--- src/rtl/writeback_queue_if.sv ---
// Retire-side handshake, register-file write port and forwarding lookup for writeback_queue.
// slave is the queue's view of these signals; master is the view of the stage driving them.
interface writeback_queue_if #(
    parameter int XLEN  = 32,
    parameter int DEPTH = 2
);
    localparam int CNT_W = $clog2(DEPTH + 1);

    logic             in_valid;
    logic             in_ready;
    logic [6:0]       opcode;
    logic [2:0]       funct3;
    logic [4:0]       rd;
    logic [XLEN-1:0]  alu_result;
    logic [XLEN-1:0]  immediate;
    logic [XLEN-1:0]  memory_result;
    logic [XLEN-1:0]  pc;
    logic             rf_we;
    logic [4:0]       rf_waddr;
    logic [XLEN-1:0]  rf_wdata;
    logic             rf_ready;
    logic [4:0]       query_addr;
    logic             query_hit;
    logic [XLEN-1:0]  query_data;
    logic [CNT_W-1:0] count;

    modport slave (
        input  in_valid, opcode, funct3, rd, alu_result, immediate, memory_result, pc,
        input  rf_ready, query_addr,
        output in_ready, rf_we, rf_waddr, rf_wdata, query_hit, query_data, count
    );

    modport master (
        output in_valid, opcode, funct3, rd, alu_result, immediate, memory_result, pc,
        output rf_ready, query_addr,
        input  in_ready, rf_we, rf_waddr, rf_wdata, query_hit, query_data, count
    );
endinterface

--- src/rtl/writeback_queue.sv ---
// Selects the writeback value of retiring instructions and queues the register-file writes in a
// DEPTH-entry FIFO. The FIFO drains in order under rf_ready and can be searched for forwarding.
module writeback_queue #(
    parameter int XLEN   = 32,
    parameter int DEPTH  = 2,
    parameter int PC_INC = 4
) (
    input logic              clk,
    input logic              reset,
    writeback_queue_if.slave bus
);
    localparam int PTR_W = (DEPTH > 1) ? $clog2(DEPTH) : 1;
    localparam int CNT_W = $clog2(DEPTH + 1);

    localparam logic [6:0] OPC_OP     = 7'b0110011;
    localparam logic [6:0] OPC_OP_IMM = 7'b0010011;
    localparam logic [6:0] OPC_AUIPC  = 7'b0010111;
    localparam logic [6:0] OPC_LOAD   = 7'b0000011;
    localparam logic [6:0] OPC_LUI    = 7'b0110111;
    localparam logic [6:0] OPC_JAL    = 7'b1101111;
    localparam logic [6:0] OPC_JALR   = 7'b1100111;

    // Register-backed rather than RAM-backed: the forwarding search reads every entry at once.
    logic [4:0]      waddr_mem [DEPTH];
    logic [XLEN-1:0] wdata_mem [DEPTH];

    logic [PTR_W-1:0] head_reg, head_next;
    logic [PTR_W-1:0] tail_reg, tail_next;
    logic [CNT_W-1:0] count_reg, count_next;

    logic            is_wb_op;
    logic [XLEN-1:0] wb_value;
    logic            push, pop;

    function automatic logic [PTR_W-1:0] ptr_inc(input logic [PTR_W-1:0] ptr);
        return (ptr == PTR_W'(DEPTH - 1)) ? '0 : ptr + 1'b1;
    endfunction

    always_comb begin
        is_wb_op = 1'b0;
        wb_value = bus.alu_result;
        case (bus.opcode)
            OPC_OP, OPC_OP_IMM, OPC_AUIPC: begin
                is_wb_op = 1'b1;
                wb_value = bus.alu_result;
            end
            OPC_LOAD: begin
                is_wb_op = 1'b1;
                case (bus.funct3)
                    3'b000:  wb_value = {{(XLEN-8){bus.memory_result[7]}}, bus.memory_result[7:0]};
                    3'b001:  wb_value = {{(XLEN-16){bus.memory_result[15]}}, bus.memory_result[15:0]};
                    3'b100:  wb_value = {{(XLEN-8){1'b0}}, bus.memory_result[7:0]};
                    3'b101:  wb_value = {{(XLEN-16){1'b0}}, bus.memory_result[15:0]};
                    default: wb_value = bus.memory_result;
                endcase
            end
            OPC_LUI: begin
                is_wb_op = 1'b1;
                wb_value = bus.immediate;
            end
            OPC_JAL, OPC_JALR: begin
                is_wb_op = 1'b1;
                wb_value = bus.pc + XLEN'(PC_INC);
            end
            default: begin
                is_wb_op = 1'b0;
                wb_value = bus.alu_result;
            end
        endcase
    end

    assign bus.rf_we    = (count_reg != '0);
    assign bus.rf_waddr = bus.rf_we ? waddr_mem[head_reg] : 5'd0;
    assign bus.rf_wdata = bus.rf_we ? wdata_mem[head_reg] : '0;
    assign bus.count    = count_reg;

    assign pop          = bus.rf_we && bus.rf_ready;
    assign bus.in_ready = (count_reg < CNT_W'(DEPTH)) || pop;
    // Non-writing instructions complete the handshake but never occupy an entry.
    assign push         = bus.in_valid && bus.in_ready && is_wb_op && (bus.rd != 5'd0);

    always_comb begin
        head_next  = pop  ? ptr_inc(head_reg) : head_reg;
        tail_next  = push ? ptr_inc(tail_reg) : tail_reg;
        count_next = count_reg;
        case ({push, pop})
            2'b10:   count_next = count_reg + 1'b1;
            2'b01:   count_next = count_reg - 1'b1;
            default: count_next = count_reg;
        endcase
    end

    always_ff @(posedge clk) begin
        if (reset) begin
            head_reg  <= '0;
            tail_reg  <= '0;
            count_reg <= '0;
        end else begin
            head_reg  <= head_next;
            tail_reg  <= tail_next;
            count_reg <= count_next;
        end
    end

    always_ff @(posedge clk) begin
        if (push && !reset) begin
            waddr_mem[tail_reg] <= bus.rd;
            wdata_mem[tail_reg] <= wb_value;
        end
    end

    // Per age offset: which slot holds it and whether it is an occupied match for the query.
    logic [PTR_W-1:0] slot_idx [DEPTH];
    logic [DEPTH-1:0] match_vec;

    generate
        for (genvar gi = 0; gi < DEPTH; gi++) begin : g_fwd
            logic [PTR_W:0] slot_sum;
            assign slot_sum = {1'b0, head_reg} + (PTR_W+1)'(gi);
            assign slot_idx[gi] = (slot_sum >= (PTR_W+1)'(DEPTH))
                                ? PTR_W'(slot_sum - (PTR_W+1)'(DEPTH))
                                : PTR_W'(slot_sum);
            assign match_vec[gi] = (CNT_W'(gi) < count_reg)
                                && (waddr_mem[slot_idx[gi]] == bus.query_addr)
                                && (bus.query_addr != 5'd0);
        end
    endgenerate

    // Scanning oldest to youngest lets the youngest match overwrite earlier ones.
    always_comb begin
        bus.query_hit  = 1'b0;
        bus.query_data = '0;
        for (int k = 0; k < DEPTH; k++) begin
            if (match_vec[k]) begin
                bus.query_hit  = 1'b1;
                bus.query_data = wdata_mem[slot_idx[k]];
            end
        end
    end
endmodule
--- src/flat_wrapper.sv ---
// flat-port wrapper written by rule: the top's interface ports become plain ports
module writeback_queue_flat 
#(
    parameter int XLEN   = 32,
    parameter int DEPTH  = 2,
    parameter int PC_INC = 4
)
  (clk, reset, bus_in_valid, bus_opcode, bus_funct3, bus_rd, bus_alu_result, bus_immediate, bus_memory_result, bus_pc, bus_rf_ready, bus_query_addr, bus_in_ready, bus_rf_we, bus_rf_waddr, bus_rf_wdata, bus_query_hit, bus_query_data, bus_count);
  writeback_queue_if #(.XLEN(XLEN), .DEPTH(DEPTH)) bus_i ();
  input logic clk;
  input logic reset;
  input wire logic [$bits(bus_i.in_valid)-1:0] bus_in_valid;
  input wire logic [$bits(bus_i.opcode)-1:0] bus_opcode;
  input wire logic [$bits(bus_i.funct3)-1:0] bus_funct3;
  input wire logic [$bits(bus_i.rd)-1:0] bus_rd;
  input wire logic [$bits(bus_i.alu_result)-1:0] bus_alu_result;
  input wire logic [$bits(bus_i.immediate)-1:0] bus_immediate;
  input wire logic [$bits(bus_i.memory_result)-1:0] bus_memory_result;
  input wire logic [$bits(bus_i.pc)-1:0] bus_pc;
  input wire logic [$bits(bus_i.rf_ready)-1:0] bus_rf_ready;
  input wire logic [$bits(bus_i.query_addr)-1:0] bus_query_addr;
  output wire logic [$bits(bus_i.in_ready)-1:0] bus_in_ready;
  output wire logic [$bits(bus_i.rf_we)-1:0] bus_rf_we;
  output wire logic [$bits(bus_i.rf_waddr)-1:0] bus_rf_waddr;
  output wire logic [$bits(bus_i.rf_wdata)-1:0] bus_rf_wdata;
  output wire logic [$bits(bus_i.query_hit)-1:0] bus_query_hit;
  output wire logic [$bits(bus_i.query_data)-1:0] bus_query_data;
  output wire logic [$bits(bus_i.count)-1:0] bus_count;
  assign bus_i.in_valid = bus_in_valid;
  assign bus_i.opcode = bus_opcode;
  assign bus_i.funct3 = bus_funct3;
  assign bus_i.rd = bus_rd;
  assign bus_i.alu_result = bus_alu_result;
  assign bus_i.immediate = bus_immediate;
  assign bus_i.memory_result = bus_memory_result;
  assign bus_i.pc = bus_pc;
  assign bus_i.rf_ready = bus_rf_ready;
  assign bus_i.query_addr = bus_query_addr;
  assign bus_in_ready = bus_i.in_ready;
  assign bus_rf_we = bus_i.rf_we;
  assign bus_rf_waddr = bus_i.rf_waddr;
  assign bus_rf_wdata = bus_i.rf_wdata;
  assign bus_query_hit = bus_i.query_hit;
  assign bus_query_data = bus_i.query_data;
  assign bus_count = bus_i.count;
  writeback_queue #(.XLEN(XLEN), .DEPTH(DEPTH), .PC_INC(PC_INC)) u_core (.clk(clk), .reset(reset), .bus(bus_i));
endmodule
--- config.mk ---
export PLATFORM = sky130hd
export DESIGN_NAME = writeback_queue_flat
export DESIGN_NICKNAME = d
export VERILOG_FILES = /design/src/rtl/writeback_queue_if.sv /design/src/rtl/writeback_queue.sv /design/src/flat_wrapper.sv
export SDC_FILE = /design/constraint.sdc
export NUM_CORES = 1
export LEC_CHECK = 0
export BUFFER_PORTS_ARGS = -buffer_cell sky130_fd_sc_hd__buf_2
export CAP_MARGIN = 15
export CORE_MARGIN = 1.5
export CORE_UTILIZATION = 44
export DETAILED_ROUTE_END_ITERATION = 10
export HOLD_SLACK_MARGIN = 0.12
export PLACE_DENSITY = 0.78
export SLEW_MARGIN = 20
export SYNTH_ARGS = -nofsm -noshare
export SYNTH_HDL_FRONTEND = slang
export SYNTH_SLANG_ARGS = --single-unit
export TNS_END_PERCENT = 20
--- constraint.sdc ---
create_clock -name clk -period 4.1 [get_ports clk]
set_clock_uncertainty 0.15 [all_clocks]
set_input_delay 0.205 -clock clk [delete_from_list [all_inputs] [get_ports clk]]
set_output_delay 0.205 -clock clk [all_outputs]
set_load 0.1 [all_outputs]
==> summary.log <==
[place] count of placed standard cells including taps 851
[critical_path] category of the most critical setup path flop to output pin
[global_routing] Global Route Usage Sum 0.2488
[floorplan] I/O pin count 226
[sta] slew margin rel. 0.3659
[power_and_ir_drop] areal power density over the cells 472.8 nW/um^2
[finish] relative area change from synthesis to final layout 31.53%
[finish] cell area after layout 6822 sq um
[floorplan] Placement Rows 39
[clock_network] Hold Buf Count CTS 13
[route] violation count after the first detailed-routing iteration 579
[finish] Finished Layout Cells 880
[place] placed instance area 6417 sq um
[global_routing] initial antenna violation count 0
[global_routing] overflow left after global routing 0
[clock_network] post-CTS sizing 0
[critical_path] critical path's slowest cell dfxtp_2
[critical_path] delay of the slowest cell on the worst path 0.61 ns
[hold_path] min-delay worst type input pin to flop
[global_routing] global-route wire length before repair 24390 microns
[global_routing] maximum number of pins on one net before global-route repair 38
[route] via-per-instance ratio 5.665
[floorplan] initial standard-cell utilization of the core 0.4523
[route] via count 4985
[clock_network] clock input transition at the sequential cells of the worst setup and hold paths 0.06 ns
[sta] final max-slew violation count 0
[outcome] run status complete, no violations
[job] maxcap violations 0
[power_and_ir_drop] worst-case vdd ir drop 0.4127 mV
[sta] setup-violating endpoint count in the final report 0
[floorplan] area of the die 12450 sq um
[critical_path] Critical Path Source Type flop
[route] post-route antenna net violation count 0
[finish] number of antenna cells inserted 0
[floorplan] Die Span Y 111.6 microns
[sta] Hold WS 0.1454 ns
[clock_network] clock latency at the later pin of the worst-skew pair 0.32 ns
[sta] setup repair after global routing missed its margin no
[sta] fin crit period 3.665 ns
[sta] Final Hold Fails 0
[logic_synthesis] leading post-synthesis cells by instance count 74 x edfxtp_1, 74 x nor2_1, 42 x mux2i_1
[logic_synthesis] proportion of register bits with asynchronous set or reset after synthesis 0
[route] residual DRC count 0
[critical_path] CP endpoint kind output pin
[logic_synthesis] netlist area before placement 5186 sq um
[clock_network] Root Buffer Master clkbuf_16
[critical_path] data required time of the worst path 3.74 ns
[route] total length of routed wires 15880 microns
[logic_synthesis] largest cells by area after synthesis edfxtp_1 43%, mux2i_1 8.1%, nor2_1 5.4%, a22o_1 5.1%, xnor2_1 4.2%
[logic_synthesis] synthesized area per cell 10.25 sq um
[finish] ratio of cells with drive above 1 in the final layout 0.3677
[route] routed wire length per instance 18.04 microns
[critical_path] Critical Path AT 3.31 ns
[finish] max reg flops 64
[sta] highest achievable clock rate 272.8 MHz
[logic_synthesis] synth warn 0
[place] placed wire-length estimate 12560 microns
[place] Placement Setup Slack 0.7856 ns
[critical_path] worst reg2reg startpoint u_core.bus.count[1]$_SDFFE_PP0P_
[place] buffers added on ports 225
[logic_synthesis] Synthesized Nets 662
[logic_synthesis] most common flop cell mapped by yosys edfxtp_1
[sta] fin crit share 0.8940
[logic_synthesis] sequential cell area fraction in the yosys report 0.4478
[logic_synthesis] number of synthesized flops with an enable pin 74
[route] Detailed Routing Iterations Pass 1 9
[logic_synthesis] library cell with the largest summed area after synthesis edfxtp_1
[clock_network] clock sink total 79
[logic_synthesis] Syn Inst Count 506
[clock_network] TritonCTS Buffers 9
[clock_network] maximum level of the CTS H-tree 3
[finish] net total in the final layout 888
[power_and_ir_drop] overall power 3.225 mW
[clock_network] CTS tree built
[finish] final core utilization 0.5949
[floorplan] Chip Width 111.6 microns
[sta] Worst Slack Setup Final 0.4348 ns
[clock_network] Bufs on Longest Clock Path 2
[hold_path] startpoint of the lowest-slack hold path bus_alu_result[9]
[logic_synthesis] post-synth top area share 0.4285
[global_routing] number of global-route vias before repair 4930
[critical_path] critical-path cell list mux2i_1 -> xnor2_1 -> nor4_2 -> nand3_1 -> mux2i_4 -> buf_4 -> a22o_1 -> buf_2
[sta] transition at the pin with the smallest max-transition slack 0.9512 ns
[logic_synthesis] count of state elements after synthesis 79
[logic_synthesis] Yosys cell types 53
[place] gp weighted congestion 0.9082
[sta] total negative slack for setup checks 0 ns
[power_and_ir_drop] reported leakage power 2.801 nW
[clock_network] Setup Fix Bufs, Post-CTS 0
[critical_path] worst-path fanout max 23
[floorplan] Core Footprint 11470 sq um
==> where the power goes <==
part | switching (mW) | leakage [nW] | internal [mW]
combinational | 1.26 | 1.97 | 0.322
sequential | 0.0392 | 0.708 | 0.902
clock | 0.291 | 0.125 | 0.409
==> cell usage in the layout (no fill, tap or decap), types with 2 or more instances in the layout <==
cell / count
a41oi_1: 2
a22o_1: 30
a22o_2: 2
a22oi_1: 5
and4_1: 3
dfxtp_1: 2
edfxtp_1: 74
nor2_1: 74
dfxtp_2: 3
a221oi_1: 2
nand2b_1: 3
buf_4: 12
or4_1: 2
a21o_1: 2
nand2_1: 33
nor4_1: 2
clkbuf_16: 9
a21oi_1: 19
ha_1: 4
nand4_1: 10
dlygate4sd3_1: 13
nor4_4: 2
mux2i_1: 42
and3_1: 2
a31oi_1: 6
o211ai_1: 5
inv_1: 11
a222oi_1: 17
xor2_1: 16
nand3_1: 15
o21ai_0: 27
mux2i_4: 2
buf_2: 225
clkinvlp_4: 3
nor3_1: 7
xnor2_1: 25
==> final cells by class <==
class,count,area (sq um)
Fill cell,1008,4646
Clock inverter,7,48.80
Tap cell,143,178.9
Timing Repair Buffer,250,1346
Inverter,11,41.29
Clock buffer,9,225.2
Sequential cell,79,2326
Multi-Input combinational cell,381,2655
==> metal layers <==
layer / wire (microns) / global-route usage / vias up
li1: - / - / 2377
met1: 6581 / 0.3122 / 2324
met2: 7739 / 0.4217 / 248
met3: 1096 / 0.05008 / 36
met4: 459 / 0.1021 / 0
met5: 0 / 0 / -
==> worst paths after layout <==
kind / to / slack [ns] / cells after the start
worst max register to register: u_core.wdata_mem[1][1]$_DFFE_PP_ / 1.20 / 7
worst min-delay path: u_core.wdata_mem[1][9]$_DFFE_PP_ / 0.15 / 3
worst min register to register: u_core.bus.count[0]$_SDFFE_PP0P_ / 0.37 / 2
worst max-delay path: bus_query_data[4] / 0.43 / 8
==> kinds of logic (layout without fill, tap and decap cells) <==
family / count (synthesis) / count (layout) / share of synthesized area
AND/OR/NAND/NOR: 168 / 168 / 0.1631
AO/OA/AOI/OAI: 123 / 123 / 0.1720
flip-flops: 79 / 79 / 0.4478
buffers and inverters: 46 / 277 / 0.04584
multiplexers: 45 / 45 / 0.09240
XOR/XNOR: 41 / 41 / 0.06924
adder cells (fa/ha/maj): 4 / 4 / 0.009651
==> critical path: cells and delay by family (launching register included) <==
kind | cells | cell delay, ns
buffers and inverters | 2 | 0.77
multiplexers | 2 | 0.69
flip-flops | 1 | 0.61
AND/OR/NAND/NOR | 2 | 0.57
AO/OA/AOI/OAI | 1 | 0.20
XOR/XNOR | 1 | 0.13
Note: power is estimated with default switching activity, not from simulation.
